## src/rtl/if_prefetch_buffer.sv

```systemverilog
// Fetch front end: pipelined imem requests gated by a credit count, responses queued as {pc, instr} for IF/ID.
// Push-to-valid takes one cycle; a MEM redirect empties the queue and drops every response still in flight.
module if_prefetch_buffer #(
    parameter int              XLEN            = 32,
    parameter int              DEPTH           = 4,
    parameter int              MAX_OUTSTANDING = 2,
    parameter logic [XLEN-1:0] RESET_PC        = '0
) (
    input  logic                                 clk_i,
    input  logic                                 rst_i,
    input  logic                                 redirect_i,
    input  logic [XLEN-1:0]                      redirect_pc_i,
    output logic                                 imem_req_o,
    output logic [XLEN-1:0]                      imem_addr_o,
    input  logic                                 imem_gnt_i,
    input  logic                                 imem_rvalid_i,
    input  logic [XLEN-1:0]                      imem_rdata_i,
    output logic                                 instr_valid_o,
    input  logic                                 instr_ready_i,
    output logic [XLEN-1:0]                      instr_o,
    output logic [XLEN-1:0]                      pc_o,
    output logic [XLEN-1:0]                      pc_four_o,
    output logic [$clog2(MAX_OUTSTANDING+1)-1:0] outstanding_o
);

    localparam int AW = $clog2(DEPTH);
    localparam int CW = $clog2(DEPTH + 1);
    localparam int OW = $clog2(MAX_OUTSTANDING + 1);
    localparam int PW = (MAX_OUTSTANDING > 1) ? $clog2(MAX_OUTSTANDING) : 1;
    localparam logic [XLEN-1:0] NOP = XLEN'(32'h0000_0013);

    logic [XLEN-1:0] fetch_pc_q, fetch_pc_d;
    logic [CW-1:0]   count_q, count_d;
    logic [AW-1:0]   rd_ptr_q, rd_ptr_d, wr_ptr_q, wr_ptr_d;
    logic [OW-1:0]   outstanding_q, outstanding_d, discard_q, discard_d;
    logic [PW-1:0]   pcq_rd_q, pcq_rd_d, pcq_wr_q, pcq_wr_d;
    logic [XLEN-1:0] pcq_q        [MAX_OUTSTANDING];
    logic [XLEN-1:0] pcq_d        [MAX_OUTSTANDING];
    logic [XLEN-1:0] fifo_pc_q    [DEPTH];
    logic [XLEN-1:0] fifo_pc_d    [DEPTH];
    logic [XLEN-1:0] fifo_instr_q [DEPTH];
    logic [XLEN-1:0] fifo_instr_d [DEPTH];
    logic [XLEN-1:0] head_pc_q, head_pc_d, head_instr_q, head_instr_d;
    logic [31:0]     credit_used;
    logic            hs, rv, push, pop;
    logic            unused_redirect_lsbs;

    function automatic logic [PW-1:0] pcq_inc(input logic [PW-1:0] p);
        if (32'(p) == 32'(MAX_OUTSTANDING - 1)) return '0;
        return p + PW'(1);
    endfunction

    // Credits cover buffered entries plus responses that will actually be kept.
    assign credit_used = 32'(count_q) + 32'(outstanding_q) - 32'(discard_q);
    assign imem_req_o  = !rst_i && !redirect_i
                         && (32'(outstanding_q) < 32'(MAX_OUTSTANDING))
                         && (credit_used < 32'(DEPTH));
    assign imem_addr_o = fetch_pc_q;
    assign hs          = imem_req_o && imem_gnt_i;
    assign rv          = imem_rvalid_i && (outstanding_q != '0);
    assign push        = rv && (discard_q == '0) && !redirect_i;
    assign pop         = instr_valid_o && instr_ready_i && !redirect_i;

    assign instr_valid_o        = (count_q != '0);
    assign instr_o              = head_instr_q;
    assign pc_o                 = head_pc_q;
    assign pc_four_o            = head_pc_q + XLEN'(4);
    assign outstanding_o        = outstanding_q;
    assign unused_redirect_lsbs = ^redirect_pc_i[1:0];

    always_comb begin
        fetch_pc_d    = fetch_pc_q;
        count_d       = count_q;
        rd_ptr_d      = rd_ptr_q;
        wr_ptr_d      = wr_ptr_q;
        outstanding_d = outstanding_q + OW'(hs) - OW'(rv);
        discard_d     = discard_q;
        pcq_rd_d      = pcq_rd_q;
        pcq_wr_d      = pcq_wr_q;
        pcq_d         = pcq_q;
        fifo_pc_d     = fifo_pc_q;
        fifo_instr_d  = fifo_instr_q;
        head_pc_d     = head_pc_q;
        head_instr_d  = head_instr_q;

        if (hs) begin
            pcq_d[pcq_wr_q] = fetch_pc_q;
            pcq_wr_d        = pcq_inc(pcq_wr_q);
            fetch_pc_d      = fetch_pc_q + XLEN'(4);
        end
        // Every response retires its PC slot, whether kept or dropped.
        if (rv) pcq_rd_d = pcq_inc(pcq_rd_q);

        if (redirect_i) begin
            fetch_pc_d = {redirect_pc_i[XLEN-1:2], 2'b00};
            count_d    = '0;
            rd_ptr_d   = '0;
            wr_ptr_d   = '0;
            discard_d  = outstanding_q - OW'(rv);
        end else begin
            if (rv && discard_q != '0) discard_d = discard_q - OW'(1);
            if (push) begin
                fifo_pc_d[wr_ptr_q]    = pcq_q[pcq_rd_q];
                fifo_instr_d[wr_ptr_q] = imem_rdata_i;
                wr_ptr_d               = wr_ptr_q + AW'(1);
            end
            if (pop) rd_ptr_d = rd_ptr_q + AW'(1);
            count_d = count_q + CW'(push) - CW'(pop);
        end

        // The next head comes straight from the response when the queue would otherwise be empty.
        if (count_d != '0) begin
            if (push && count_q == CW'(pop)) begin
                head_pc_d    = pcq_q[pcq_rd_q];
                head_instr_d = imem_rdata_i;
            end else begin
                head_pc_d    = fifo_pc_q[rd_ptr_d];
                head_instr_d = fifo_instr_q[rd_ptr_d];
            end
        end else if (count_q != '0) begin
            head_instr_d = NOP;
        end
    end

    always_ff @(posedge clk_i) begin
        if (rst_i) begin
            fetch_pc_q    <= RESET_PC;
            count_q       <= '0;
            rd_ptr_q      <= '0;
            wr_ptr_q      <= '0;
            outstanding_q <= '0;
            discard_q     <= '0;
            pcq_rd_q      <= '0;
            pcq_wr_q      <= '0;
            head_pc_q     <= '0;
            head_instr_q  <= '0;
        end else begin
            fetch_pc_q    <= fetch_pc_d;
            count_q       <= count_d;
            rd_ptr_q      <= rd_ptr_d;
            wr_ptr_q      <= wr_ptr_d;
            outstanding_q <= outstanding_d;
            discard_q     <= discard_d;
            pcq_rd_q      <= pcq_rd_d;
            pcq_wr_q      <= pcq_wr_d;
            head_pc_q     <= head_pc_d;
            head_instr_q  <= head_instr_d;
        end
    end

    always_ff @(posedge clk_i) begin
        pcq_q        <= pcq_d;
        fifo_pc_q    <= fifo_pc_d;
        fifo_instr_q <= fifo_instr_d;
    end

    rvalid_needs_request: assert property (@(posedge clk_i) disable iff (rst_i)
        !(imem_rvalid_i && outstanding_q == '0));

endmodule

```

## config.mk

```make
export PLATFORM = sky130hd
export DESIGN_NAME = if_prefetch_buffer
export DESIGN_NICKNAME = d
export VERILOG_FILES = /design/src/rtl/if_prefetch_buffer.sv
export SDC_FILE = /design/constraint.sdc
export NUM_CORES = 1
export LEC_CHECK = 0
export ABC_AREA = 1
export CORE_AREA = 2 2 224 226
export DETAILED_ROUTE_END_ITERATION = 8
export DIE_AREA = 0 0 226 228
export DONT_BUFFER_PORTS = 1
export PLACE_DENSITY_LB_ADDON = 0.15
export REMOVE_ABC_BUFFERS = 1
export SKIP_LAST_GASP = 1
export SLEW_MARGIN = 5
export SYNTH_ARGS = -nofsm -noshare
export SYNTH_HDL_FRONTEND = slang
export SYNTH_SLANG_ARGS = --single-unit
```

## constraint.sdc

```tcl
create_clock -name clk_i -period 5.7 [get_ports clk_i]
set_input_delay 0.285 -clock clk_i [delete_from_list [all_inputs] [get_ports clk_i]]
set_output_delay 0.285 -clock clk_i [all_outputs]
set_load 0.02 [all_outputs]
```

==> flow_metrics.py <==
metrics = {
    "route": {
        "first_iter_violations": 700,
        "via_count": 13550,
        "wl_per_cell_um": 18.11,
        "ant_nets": 0,
        "drt_first_pass_iters": 5,
        "routed_via_density": 4.875,
        "drc": 0,
        "wirelength_mm": 50.32,
    },
    "grt": {
        "antenna_found_initial": 0,
        "grt_pass1_vias": 13040,
        "grt_start_max_net_pins": 72,
        "grt_pass1_wl_mm": 77.47,
        "grtUsageTotal_pct": 19.59,
        "overflow": 0,
    },
    "synthesis": {
        "synthMuxAreaShare_pct": 0,
        "ys_async_sr_fraction_pct": 0,
        "syn_area_mm2": 0.01903,
        "synthXorXnorAreaFrac_pct": 1.841,
        "synth_cells": 2036,
        "synth_ff_type": "edfxtp_1",
        "yosysWarningCount": 0,
        "synth_edf_count": 308,
        "syn_avg_cell_area_um2": 9.348,
        "ys_ff_latch": 413,
        "yosys.area_share.simple_pct": 24.45,
        "synth_top_family_by_area": "simple AND/OR/NAND/NOR gates",
        "synthAdderAreaFrac_pct": 1.262,
        "synth_cell_types": 43,
        "yosysSeqAreaShare_pct": 59.64,
        "synth_compound_area_share_pct": 4.977,
    },
    "final_layout": {
        "final_net_count": 2157,
        "drive_above_1_share_pct": 7.594,
        "area.growth.synth_to_final_pct": 13.90,
        "diodes": 0,
    },
    "timing": {
        "timing.setup.tns_ns": 0,
        "period_minus_slack_ns": 4.727,
        "hold_viol": 0,
        "clock_skew_ns": 0.01188,
        "slew_headroom_pct": 23.45,
        "maxSlewViolCount": 0,
        "tightestPinTransition_ns": 1.148,
        "min_period_over_period_pct": 82.93,
        "setup_viol": 0,
        "fmax_ghz": 0.2116,
        "grt_setup_unrepaired": "false",
    },
    "die": {
        "rows": 82,
        "die_w_um": 226,
        "fp.coreArea_mm2": 0.04935,
        "io_pins": 202,
        "die-area_mm2": 0.05153,
        "fp.dieH_um": 228,
        "start_util_pct": 38.57,
    },
    "pwr": {
        "p_leak_nw": 8.818,
        "power_mw": 7.789,
        "irDropWorstVdd_v": 0.0002371,
        "p_per_area_mw_per_mm2": 359.3,
    },
    "placed_design": {
        "gp_congestion": 0.8282,
        "port_buffers": 0,
        "dpl.hpwl_mm": 29.68,
    },
    "cts": {
        "cts_tree": "done",
        "clockBufferDepth": 3,
        "ctsRootBufferMaster": "clkbuf_16",
        "path_clk_slew_ns": 0.06,
        "clkSinkCount": 413,
        "h-tree-depth": 2,
        "cts_resized": 0,
        "clk_latency_ns": 0.57,
        "cts_buffers": 47,
    },
    "setup_path": {
        "worstSetupPathType": "flip-flop to flip-flop",
        "regToRegStartpoint": "outstanding_o[1]",
        "arrival_ns": 5.23,
        "crit_path_start_kind": "flip-flop",
        "startpoint": "outstanding_o[1]",
        "critPathRequiredTime_ns": 6.20,
        "critPathMaxFanout": 71,
        "endpoint_kind": "flip-flop",
    },
    "worst_hold_path": {
        "min_path_type": "input pin to flip-flop",
        "min_from": "imem_rvalid_i",
    },
    "flow_run": {
        "max_cap_violations": 0,
    },
    "outcome": {
        "outcome": "finished, final reports clean",
    },
}
## report_power, final
| part | internal (mW) | leakage [nW] | switching, mW |
|---|---|---|---|
| logic | 0.309 | 4.42 | 0.761 |
| registers | 3.49 | 3.64 | 0.276 |
| clock network | 1.76 | 0.758 | 1.19 |
## critical path, cell delays in order (launching register included)
cell,delay [ns]
dfxtp_1,0.55
o21a_2,0.29
nand2_1,0.11
nor2_1,0.22
inv_1,0.26
ha_1,0.36
inv_1,0.05
ha_1,0.17
inv_1,0.06
fa_1,0.42
o21a_1,0.24
nand2_4,0.64
buf_4,0.32
o21ai_0,0.10
inv_1,0.08
nand2_1,0.05
a21oi_1,0.11
dlygate4sd3_1,0.55
## cell usage in the layout (no fill, tap or decap), types with 7 or more instances in the layout
| master | n |
|---|---|
| nand2_1 | 639 |
| edfxtp_1 | 308 |
| nand3_1 | 256 |
| inv_1 | 223 |
| dfxtp_1 | 105 |
| nor2_1 | 70 |
| dlygate4sd3_1 | 63 |
| a21oi_1 | 62 |
| o21ai_0 | 53 |
| clkbuf_16 | 49 |
| nand3b_1 | 43 |
| xor2_1 | 26 |
| a21oi_2 | 24 |
| o21ai_1 | 23 |
| buf_4 | 19 |
| ha_1 | 16 |
| xnor2_1 | 14 |
| clkinv_2 | 13 |
| clkinv_1 | 9 |
| nor2_4 | 8 |
| nor3_1 | 8 |
| nor2_2 | 7 |
| clkbuf_1 | 7 |
## per-layer routing
layer / GRT usage [%] / wire length (µm)
met5: 0 / 0
met4: 6.126 / 1242
met3: 3.697 / 2628
met2: 33.58 / 24310
met1: 24.93 / 22140
## final cells by class
| cell class | instances | area, µm² |
|---|---|---|
| inverters | 231 | 872.1 |
| clock inverters | 26 | 201.4 |
| clock buffers | 61 | 1321 |
| fillers | 4763 | 27670 |
| multi-input cells | 1292 | 6271 |
| well taps | 672 | 840.8 |
| flip-flops and latches | 413 | 11350 |
| repair buffers | 84 | 820.8 |
## Yosys cell counts (16+ instances only)
master    number  area share (%)
a21oi_1       62             1.6
a21oi_2       24             1.1
buf_2         41             1.1
buf_4         17            0.67
clkbuf_1      32            0.63
dfxtp_1      105              11
edfxtp_1     308              49
ha_1          16             1.1
inv_1        224             4.4
nand2_1      641              13
nand3_1      256             6.7
nand3b_1      43             1.7
nor2_1        76             1.5
o21ai_0       53             1.4
o21ai_1       23            0.60
xor2_1        26             1.2
## cell families after synthesis
logic type      Yosys count
simple gates           1060
buf+inv                 336
flops                   413
xor+xnor                 40
compound gates          168
fa+ha+maj                18
other cells               1
## path summary, 6_finish.rpt
check,end,slack [ns],cells after the start
worst min-delay path,pcq_rd_q,0.04,2
worst min register to register,pcq_wr_q,0.52,2
worst max-delay path,instr_o[29],0.97,17
worst max register to register,instr_o[29],0.97,17
## timing repair
action,4_1_cts,5_1_grt
endpoints found under the hold margin,199,0
setup buffers,0,0
hold buffers,65,0
## state kept, by name, indices dropped and copies added (netlist names)
register       flops
count_q            3
discard_q          2
fifo_instr_q     128
fifo_pc_q        120
imem_addr_o       30
instr_o           32
outstanding_o      2
pc_o              30
pcq_q             60
pcq_rd_q           1
pcq_wr_q           1
rd_ptr_q           2
wr_ptr_q           2
## per-stage QoR
step	std cells	hold WS [ns]	instance area [µm²]	utilization [%]	worst slack (ns)
global route	2779	0.03561	21680	43.93	0.6603
floorplan	1936	0.3541	18440	-	1.584
detailed placement	2627	0.3643	19480	39.47	1.483
global placement	2627	0.3634	19480	39.47	1.598
CTS	2779	0.0001310	21680	43.93	0.9380
finish	2779	0.04488	21680	43.93	0.9730
No activity file was read; power rests on OpenSTA's default activity.
